===== src/rtl/faddsub_issue.sv =====
// faddsub_issue: issue/return wrapper around a fixed-latency, non-stallable
// fsub unit. Requests are credited against a small result FIFO so a result
// leaving the fsub pipeline always has a slot waiting for it.
module faddsub_issue #(
  parameter int LAT   = 3,
  parameter int DEPTH = 4,
  parameter int TAG_W = 5
) (
  input  logic             clk,
  input  logic             reset,
  input  logic             in_valid,
  output logic             in_ready,
  input  logic             in_op,
  input  logic [31:0]      in_a,
  input  logic [31:0]      in_b,
  input  logic [TAG_W-1:0] in_tag,
  output logic [31:0]      fsub_op1,
  output logic [31:0]      fsub_op2,
  input  logic [31:0]      fsub_result,
  output logic             out_valid,
  input  logic             out_ready,
  output logic [31:0]      out_data,
  output logic [TAG_W-1:0] out_tag,
  output logic             busy
);

  localparam int AW = $clog2(DEPTH);
  // wide enough for inflight + fcount without wrapping
  localparam int CW = $clog2(DEPTH + LAT + 1) + 1;

  logic [LAT-1:0]            vld_pipe;
  logic [LAT-1:0][TAG_W-1:0] tag_pipe;

  logic [31:0]      mem_data [DEPTH];
  logic [TAG_W-1:0] mem_tag  [DEPTH];
  logic [AW-1:0]    wr_ptr, rd_ptr;
  logic [AW:0]      fcount;

  logic [CW-1:0] inflight, occupancy;
  logic          accept, push, pop;

  // fsub always subtracts, so an add is issued with op2's sign flipped
  assign fsub_op1 = in_a;
  assign fsub_op2 = in_op ? in_b : {~in_b[31], in_b[30:0]};

  assign accept = in_valid && in_ready;
  assign push   = vld_pipe[LAT-1];
  assign pop    = out_valid && out_ready;

  // count requests currently inside the fsub pipeline
  always_comb begin
    inflight = '0;
    for (int i = 0; i < LAT; i++)
      inflight = inflight + CW'(vld_pipe[i]);
  end

  // credit check: every in-flight request already owns a FIFO slot.
  // A pop this cycle is deliberately not credited, keeping out_ready off
  // the in_ready path.
  assign occupancy = inflight + CW'(fcount);
  assign in_ready  = occupancy < CW'(DEPTH);

  assign out_valid = (fcount != '0);
  assign out_data  = out_valid ? mem_data[rd_ptr] : '0;
  assign out_tag   = out_valid ? mem_tag[rd_ptr]  : '0;
  assign busy      = (inflight != '0) || out_valid;

  // valid/tag shadow of the fsub pipeline; advances every cycle since fsub cannot stall
  always_ff @(posedge clk or negedge reset) begin
    if (!reset) begin
      vld_pipe <= '0;
      tag_pipe <= '0;
    end else begin
      vld_pipe[0] <= accept;
      tag_pipe[0] <= in_tag;
      for (int i = 1; i < LAT; i++) begin
        vld_pipe[i] <= vld_pipe[i-1];
        tag_pipe[i] <= tag_pipe[i-1];
      end
    end
  end

  // result storage; contents are only visible through out_valid gating, so no reset
  always_ff @(posedge clk) begin
    if (push) begin
      mem_data[wr_ptr] <= fsub_result;
      mem_tag[wr_ptr]  <= tag_pipe[LAT-1];
    end
  end

  // FIFO pointers and occupancy; push+pop together leaves fcount unchanged
  always_ff @(posedge clk or negedge reset) begin
    if (!reset) begin
      wr_ptr <= '0;
      rd_ptr <= '0;
      fcount <= '0;
    end else begin
      if (push) wr_ptr <= wr_ptr + AW'(1);
      if (pop)  rd_ptr <= rd_ptr + AW'(1);
      case ({push, pop})
        2'b10:   fcount <= fcount + (AW+1)'(1);
        2'b01:   fcount <= fcount - (AW+1)'(1);
        default: fcount <= fcount;
      endcase
    end
  end

  // the credit scheme makes a push into a full FIFO impossible
  a_no_overflow: assert property (@(posedge clk) disable iff (!reset)
    !(push && !pop && (fcount == (AW+1)'(DEPTH))));

endmodule


===== config.mk =====
export PLATFORM = sky130hd
export DESIGN_NAME = faddsub_issue
export DESIGN_NICKNAME = d
export VERILOG_FILES = /design/src/rtl/faddsub_issue.sv
export SDC_FILE = /design/constraint.sdc
export NUM_CORES = 1
export LEC_CHECK = 0
export ABC_AREA = 1
export CAP_MARGIN = 10
export CORE_ASPECT_RATIO = 1.5
export CORE_MARGIN = 2
export CORE_UTILIZATION = 49
export DETAILED_ROUTE_END_ITERATION = 8
export PLACE_DENSITY_LB_ADDON = 0.05
export SLEW_MARGIN = 25
export SYNTH_ARGS = -nofsm -noshare
export SYNTH_HDL_FRONTEND = slang
export SYNTH_SLANG_ARGS = --single-unit
export TNS_END_PERCENT = 30

===== constraint.sdc =====
create_clock -name clk -period 2 [get_ports clk]
set_input_delay 0.6 -clock clk [delete_from_list [all_inputs] [get_ports clk]]
set_output_delay 0.6 -clock clk [all_outputs]
set_load 0.02 [all_outputs]

# Yosys cells after proc, flatten, opt, wreduce, memory -nomap -nowiden
# Memories as Yosys holds them, arrays and structs flattened.
# Index checks and enable logic that the tools add are counted.
dict set report totals {
  memories 2
  ramBits 148
  reg_bits 25
  input_bits 106
  word_cells 32
}
# memory depth word_bits rd rd_clocked_by_memory_dff write_ports line
set mem_list {}
lappend mem_list {mem_data 4 32 1 0 1 34} ;# logic [31:0] mem_data [DEPTH];
lappend mem_list {mem_tag 4 5 1 0 1 35} ;# logic [TAG_W-1:0] mem_tag [DEPTH];
dict set report classes {
  n_lt_le_gt_ge 1
  addsub 7
  n_reduce_logical 6
  n_eq_ne 2
  n_bitwise 1
  mux 6
}
# operator count
set ops {}
lappend ops {{32-bit two-way mux} 2}
lappend ops {{3-bit one-hot mux with 2 select lines} 1}
lappend ops {{5-bit two-way mux} 1}
lappend ops {{2-bit by 1-bit adder with 2-bit output, second input constant} 2}
lappend ops {{3-bit by 3-bit adder with 4-bit output} 1}
lappend ops {{4-bit by 3-bit < comparator with 1-bit output, second input constant} 1}
lappend ops {{4-bit nonzero test} 1}
lappend ops {{2-bit by 1-bit adder with 3-bit output} 1}
lappend ops {{3-bit by 1-bit adder with 3-bit output, second input constant} 1}
lappend ops {{3-bit nonzero test} 1}
lappend ops {{3-bit by 1-bit subtractor with 3-bit output, second input constant} 1}
lappend ops {{1-bit by 1-bit adder with 2-bit output} 1}
lappend ops {{2-bit by 1-bit equality test with 1-bit output, second input constant} 1}
lappend ops {{2-bit equality test, second input constant} 1}
lappend ops {{1-bit logical AND} 2}
lappend ops {{1-bit two-way mux} 2}
lappend ops {{2-bit nonzero test} 1}
lappend ops {{1-bit logical OR} 1}
lappend ops {{1-bit inverter} 1}

# Depth between registers and ports, before layout
dict set report depth {
  ltp_word 5
  mapped_depth 12
}

# Worst setup path after synthesis
# No wires, ideal clock.
dict set report synth_path {
  kind {reg2out}
  startpoint {register vld_pipe[0]}
  endpoint {output in_ready}
  slack_ns 0.017
  path_stages_with_launch 6
  arrival_time_ns 1.383
  cell_sequence {dfrtp_1 -> fa_1 -> ha_1 -> nand3_1 -> nand3_1 -> inv_1}
}
dict set report synth_between {
  elab_chain_len 4
}
# item line
set synth_lines {}
lappend synth_lines {{from (decl)} 31} ;# logic [LAT-1:0] vld_pipe;
lappend synth_lines {{from (signal assigned)} 74} ;# vld_pipe[0] <= accept;
lappend synth_lines {{from (signal, indexed assignment)} 77} ;# vld_pipe[i] <= vld_pipe[i-1];
lappend synth_lines {{1-bit by 1-bit adder with 2-bit output} 54} ;# inflight = inflight + CW'(vld_pipe[i]);
lappend synth_lines {{2-bit by 1-bit adder with 3-bit output} 54}
lappend synth_lines {{3-bit by 3-bit adder with 4-bit output} 60} ;# assign occupancy = inflight + CW'(fcount);
lappend synth_lines {{4-bit by 3-bit < comparator with 1-bit output} 61} ;# assign in_ready = occupancy < CW'(DEPTH);
lappend synth_lines {{to (decl)} 12} ;# output logic in_ready,
# Every way passes these cells.

# Final worst setup path
# Same ends and word-level chain as after synthesis.

==> implementation parameters <==
Parameter                              Value

Drt
  Vias per std cell ... between 4 and 5
  Residual antenna-violating net count after detailed routing ... 0
  Detailed-route via count ... about 5000
  Detailed-route DRC error count ... 0
  First-pass detailed-route iteration total ... 4
  Drt total wl ... ~18 mm
  Final routed wire length divided by cell count ... around 17 µm
  Number of violations reported at the end of detailed-routing iteration 0 ... ~250

Status
  Run status ... finished with violations
  Violations in the final reports ... negative setup slack

Power
  Share of total power in the clock network ... 0.203
  Switching part of the total ... 0.383
  Power per cell area ... ~1600 mW/mm²
  Switch Pwr ... a little over 0.006 W
  Combinational power share ... 0.492
  Leakage power figure ... 4.34 nW
  IR Drop Worst-Case VDD ... 954 µV
  Cell-internal power ... 0.00979 W
  Share of power burned in registers ... 0.304

Critical path
  Critical path peak fanout ... 2
  Arr. time, crit path ... 1.82 ns
  Required arrival time at the worst endpoint ... ~1.4 ns
  Category of the worst setup path capture point ... output pin
  Setup CP Type ... reg -> out
  Startpoint types ... flop

CTS
  Clock tree from TritonCTS ... built
  TritonCTS buffer count ... 17
  Count of hold-fix buffers inserted at cts ... 0
  Deepest level of the CTS H-tree ... 4
  Clock Path Buffers ... 2
  Clock net sink count ... between 150 and 200
  Root buffer selected by CTS ... sky130_fd_sc_hd__clkbuf_16
  Clock Pin Slew Worst Setup and Hold Paths ... 0.07 ns
  Insertion delay of the later-clocked pin in the worst-skew pair ... 0.43 ns

STA
  Share of the cycle needed by the critical path after routing ... 1.21
  Number of slew-limit violations in the final report ... 0
  Relative slew slack ... 0.780
  Summed negative setup slack over all endpoints ... -11.94 ns
  Final worst slack ... -0.415 ns
  Time the final worst path needs with I/O delays and setup ... around 2.4 ns
  Setup violations, final ... 39
  Final Hold Vio Count ... 0
  Highest attainable clock frequency ... just over 400 MHz
  Setup repair after global routing missed its margin ... yes
  Clock Skews ... roughly 0.0064 ns
  Worst Tran Pin Value ... 0.330 ns
  Smallest hold slack ... ~0.35 ns

Logic synthesis
  Number of unique standard cell types used by synthesis ... 20
  Adder and majority cell fraction of the synthesized area ... 0.0149
  Synthesis warning total ... 0
  Post-synthesis mux area share ... 0
  Synthesized area ... 0.00774 mm²
  Main combinational cell family by area after synthesis ... buffers and inverters
  Mean Syn Cell Area ... roughly 11 µm²
  Largest area contributor in the synthesized netlist ... sky130_fd_sc_hd__edfxtp_1
  Most area-consuming cells after synthesis ... sky130_fd_sc_hd__edfxtp_1 (57%), sky130_fd_sc_hd__dfrtp_1 (8.1%), sky130_fd_sc_hd__inv_1 (8.0%), sky130_fd_sc_hd__nand2_1 (7.9%), sky130_fd_sc_hd__buf_4 (6.4%)
  Simple-gate area share of the yosys netlist ... 0.133
  Synthesized netlist net count ... approximately 840
  Top cell type's share of synthesized area ... 0.574
  Post-synthesis xor/xnor area fraction ... 0.00453
  Complex-gate fraction of the synthesized area ... 0.0259
  Syn Inst Count ... 730
  Share of synthesized area occupied by flip-flops and latches ... 0.655
  Register bit count reported by yosys ... around 170

Floorplan
  Core box area ... between 0.015 and 0.02 mm²
  Die height ... around 160 µm
  IO Pins ... 210
  Die area ... approximately 0.017 mm²
  Initial Utilization ... 0.497
  Die Wd ... between 100 and 150 µm
  Number of rows created at floorplan ... 56

GRT
  Total overflow reported by the global router ... 0
  Antenna violations before repair ... 0
  First-pass GRT wire length ... about 26 mm
  Pin count of the biggest net entering global routing ... 43
  GRT Total Usage ... 0.211
  Vias in the first global route ... between 4000 and 5000

Place
  Placer Congestion ... around 0.75
  Half-perimeter wire length of the detailed placement result ... 11.2 mm
  Count of input and output buffers ... between 80 and 90
  Worst Setup Slack post-DPL ... -0.527 ns

Layout
  Area delta synth->final ... 27.3%
  Antenna Diode Count ... 0
  Share of final-layout standard cells stronger than drive strength 1 ... 0.287
  Fin nets ... about 910
  Most common cell after layout, fill and taps aside ... sky130_fd_sc_hd__inv_1
  Highest-count cells in the layout ignoring fill and taps ... sky130_fd_sc_hd__inv_1 (157), sky130_fd_sc_hd__edfxtp_1 (148), sky130_fd_sc_hd__nand2_1 (140), sky130_fd_sc_hd__nand3_1 (44)

Min path
  Type of the tightest min-delay check ... reg -> reg

Job
  Number of maximum-capacitance constraint violations ... 0
==> Yosys cell counts <==
cell type,number
sky130_fd_sc_hd__inv_2,4
sky130_fd_sc_hd__buf_2,12
sky130_fd_sc_hd__inv_1,164
sky130_fd_sc_hd__ha_1,6
sky130_fd_sc_hd__buf_4,66
sky130_fd_sc_hd__nand3_2,1
sky130_fd_sc_hd__nand2_1,163
sky130_fd_sc_hd__xnor2_1,3
sky130_fd_sc_hd__clkbuf_1,6
sky130_fd_sc_hd__nand4_1,1
sky130_fd_sc_hd__fa_1,2
sky130_fd_sc_hd__o21ai_0,3
sky130_fd_sc_hd__dfrtp_1,25
sky130_fd_sc_hd__a21oi_1,37
sky130_fd_sc_hd__buf_6,7
sky130_fd_sc_hd__buf_1,1
sky130_fd_sc_hd__edfxtp_1,148
sky130_fd_sc_hd__nor2_1,2
sky130_fd_sc_hd__xor2_1,1
sky130_fd_sc_hd__nand3_1,78
==> kinds of logic (layout without fill, tap and decap cells) <==
| logic type | Yosys count | after routing |
|---|---|---|
| xor gates and xnor gates | 4 | 4 |
| AOI/OAI and AO/OA | 40 | 40 |
| and+or+nand+nor | 245 | 245 |
| DFF | 173 | 173 |
| buffers and inverters | 260 | 335 |
| adders and majority gates | 8 | 8 |
==> power by group through the flow <==
| stage | sequential, W | clock, W | combinational (W) |
|---|---|---|---|
| global route | 0.00488 | 0.00344 | 0.00842 |
| detailed placement | 0.00489 | 0 | 0.00642 |
| global placement | 0.00486 | 0 | 0.00635 |
| CTS | 0.00483 | 0.00328 | 0.00673 |
| finish | 0.00483 | 0.00323 | 0.00782 |
| floorplan | 0.00484 | 0 | 0.00371 |
==> per-stage QoR <==
step,cells,area (µm²),power (W),utilization
after floorplan,730,7740,0.00855,-
after global placement,961,8570,0.0112,0.551
after detailed placement,961,8570,0.0113,0.551
after CTS,993,9270,0.0148,0.596
after global routing,1008,9850,0.0167,0.633
final,1008,9850,0.0159,0.633
==> layer usage <==
layer | GRT usage | vias to the layer above | wire (µm)
met5 | 0 | - | 0
li1 | - | 2353 | -
met3 | 0.0659 | 92 | 1210
met1 | 0.227 | 2398 | 6500
met2 | 0.353 | 110 | 8930
met4 | 0.145 | 0 | 923
==> layout make-up <==
type	instances	area, µm²
clock inverter	13	114
tap	203	254
multi-input combinational	297	1820
timing repair buffer	135	1470
clock buffer	19	475
fill	1232	5710
sequential	173	5070
inverter	168	641
==> registers in the layout (all words and copies together), names as in the netlist <==
register	flops
vld_pipe	3
fcount	3
mem_tag	20
wr_ptr	2
mem_data	128
rd_ptr	2
tag_pipe	15
==> path summary, 6_finish.rpt <==
path | from | end | slack (ns) | depth (start not counted)
worst min-delay path | tag_pipe[8]$_DFF_PN0_ | tag_pipe[13]$_DFF_PN0_ | 0.35 | 0
worst max register to register | fcount[1]$_DFFE_PN0P_ | fcount[1]$_DFFE_PN0P_ | 0.19 | 9
worst max-delay path | vld_pipe[0]$_DFF_PN0_ | in_ready | -0.42 | 6
min in group asynchronous | reset | tag_pipe[0]$_DFF_PN0_ | 0.53 | 2
worst min register to register | tag_pipe[8]$_DFF_PN0_ | tag_pipe[13]$_DFF_PN0_ | 0.35 | 0
max in group asynchronous | reset | rd_ptr[1]$_DFFE_PN0N_ | 1.19 | 2
==> repair_timing <==
action                                  in CTS  in global routing
endpoints found under the setup margin      41                 40
pin swaps                                   18                 28
setup buffers                                0                 16
gates cloned                                 0                  1
gates resized for setup                    241                105
==> worst max-delay path, stage by stage (launching register included) <==
cell and delay (ns):
sky130_fd_sc_hd__dfrtp_1 0.40, sky130_fd_sc_hd__fa_2 0.42, sky130_fd_sc_hd__ha_4 0.28, sky130_fd_sc_hd__nand3_2 0.06, sky130_fd_sc_hd__nand3_2 0.08, sky130_fd_sc_hd__inv_2 0.04
sky130_fd_sc_hd__buf_6 0.12
(Power assumes the default switching activity.)
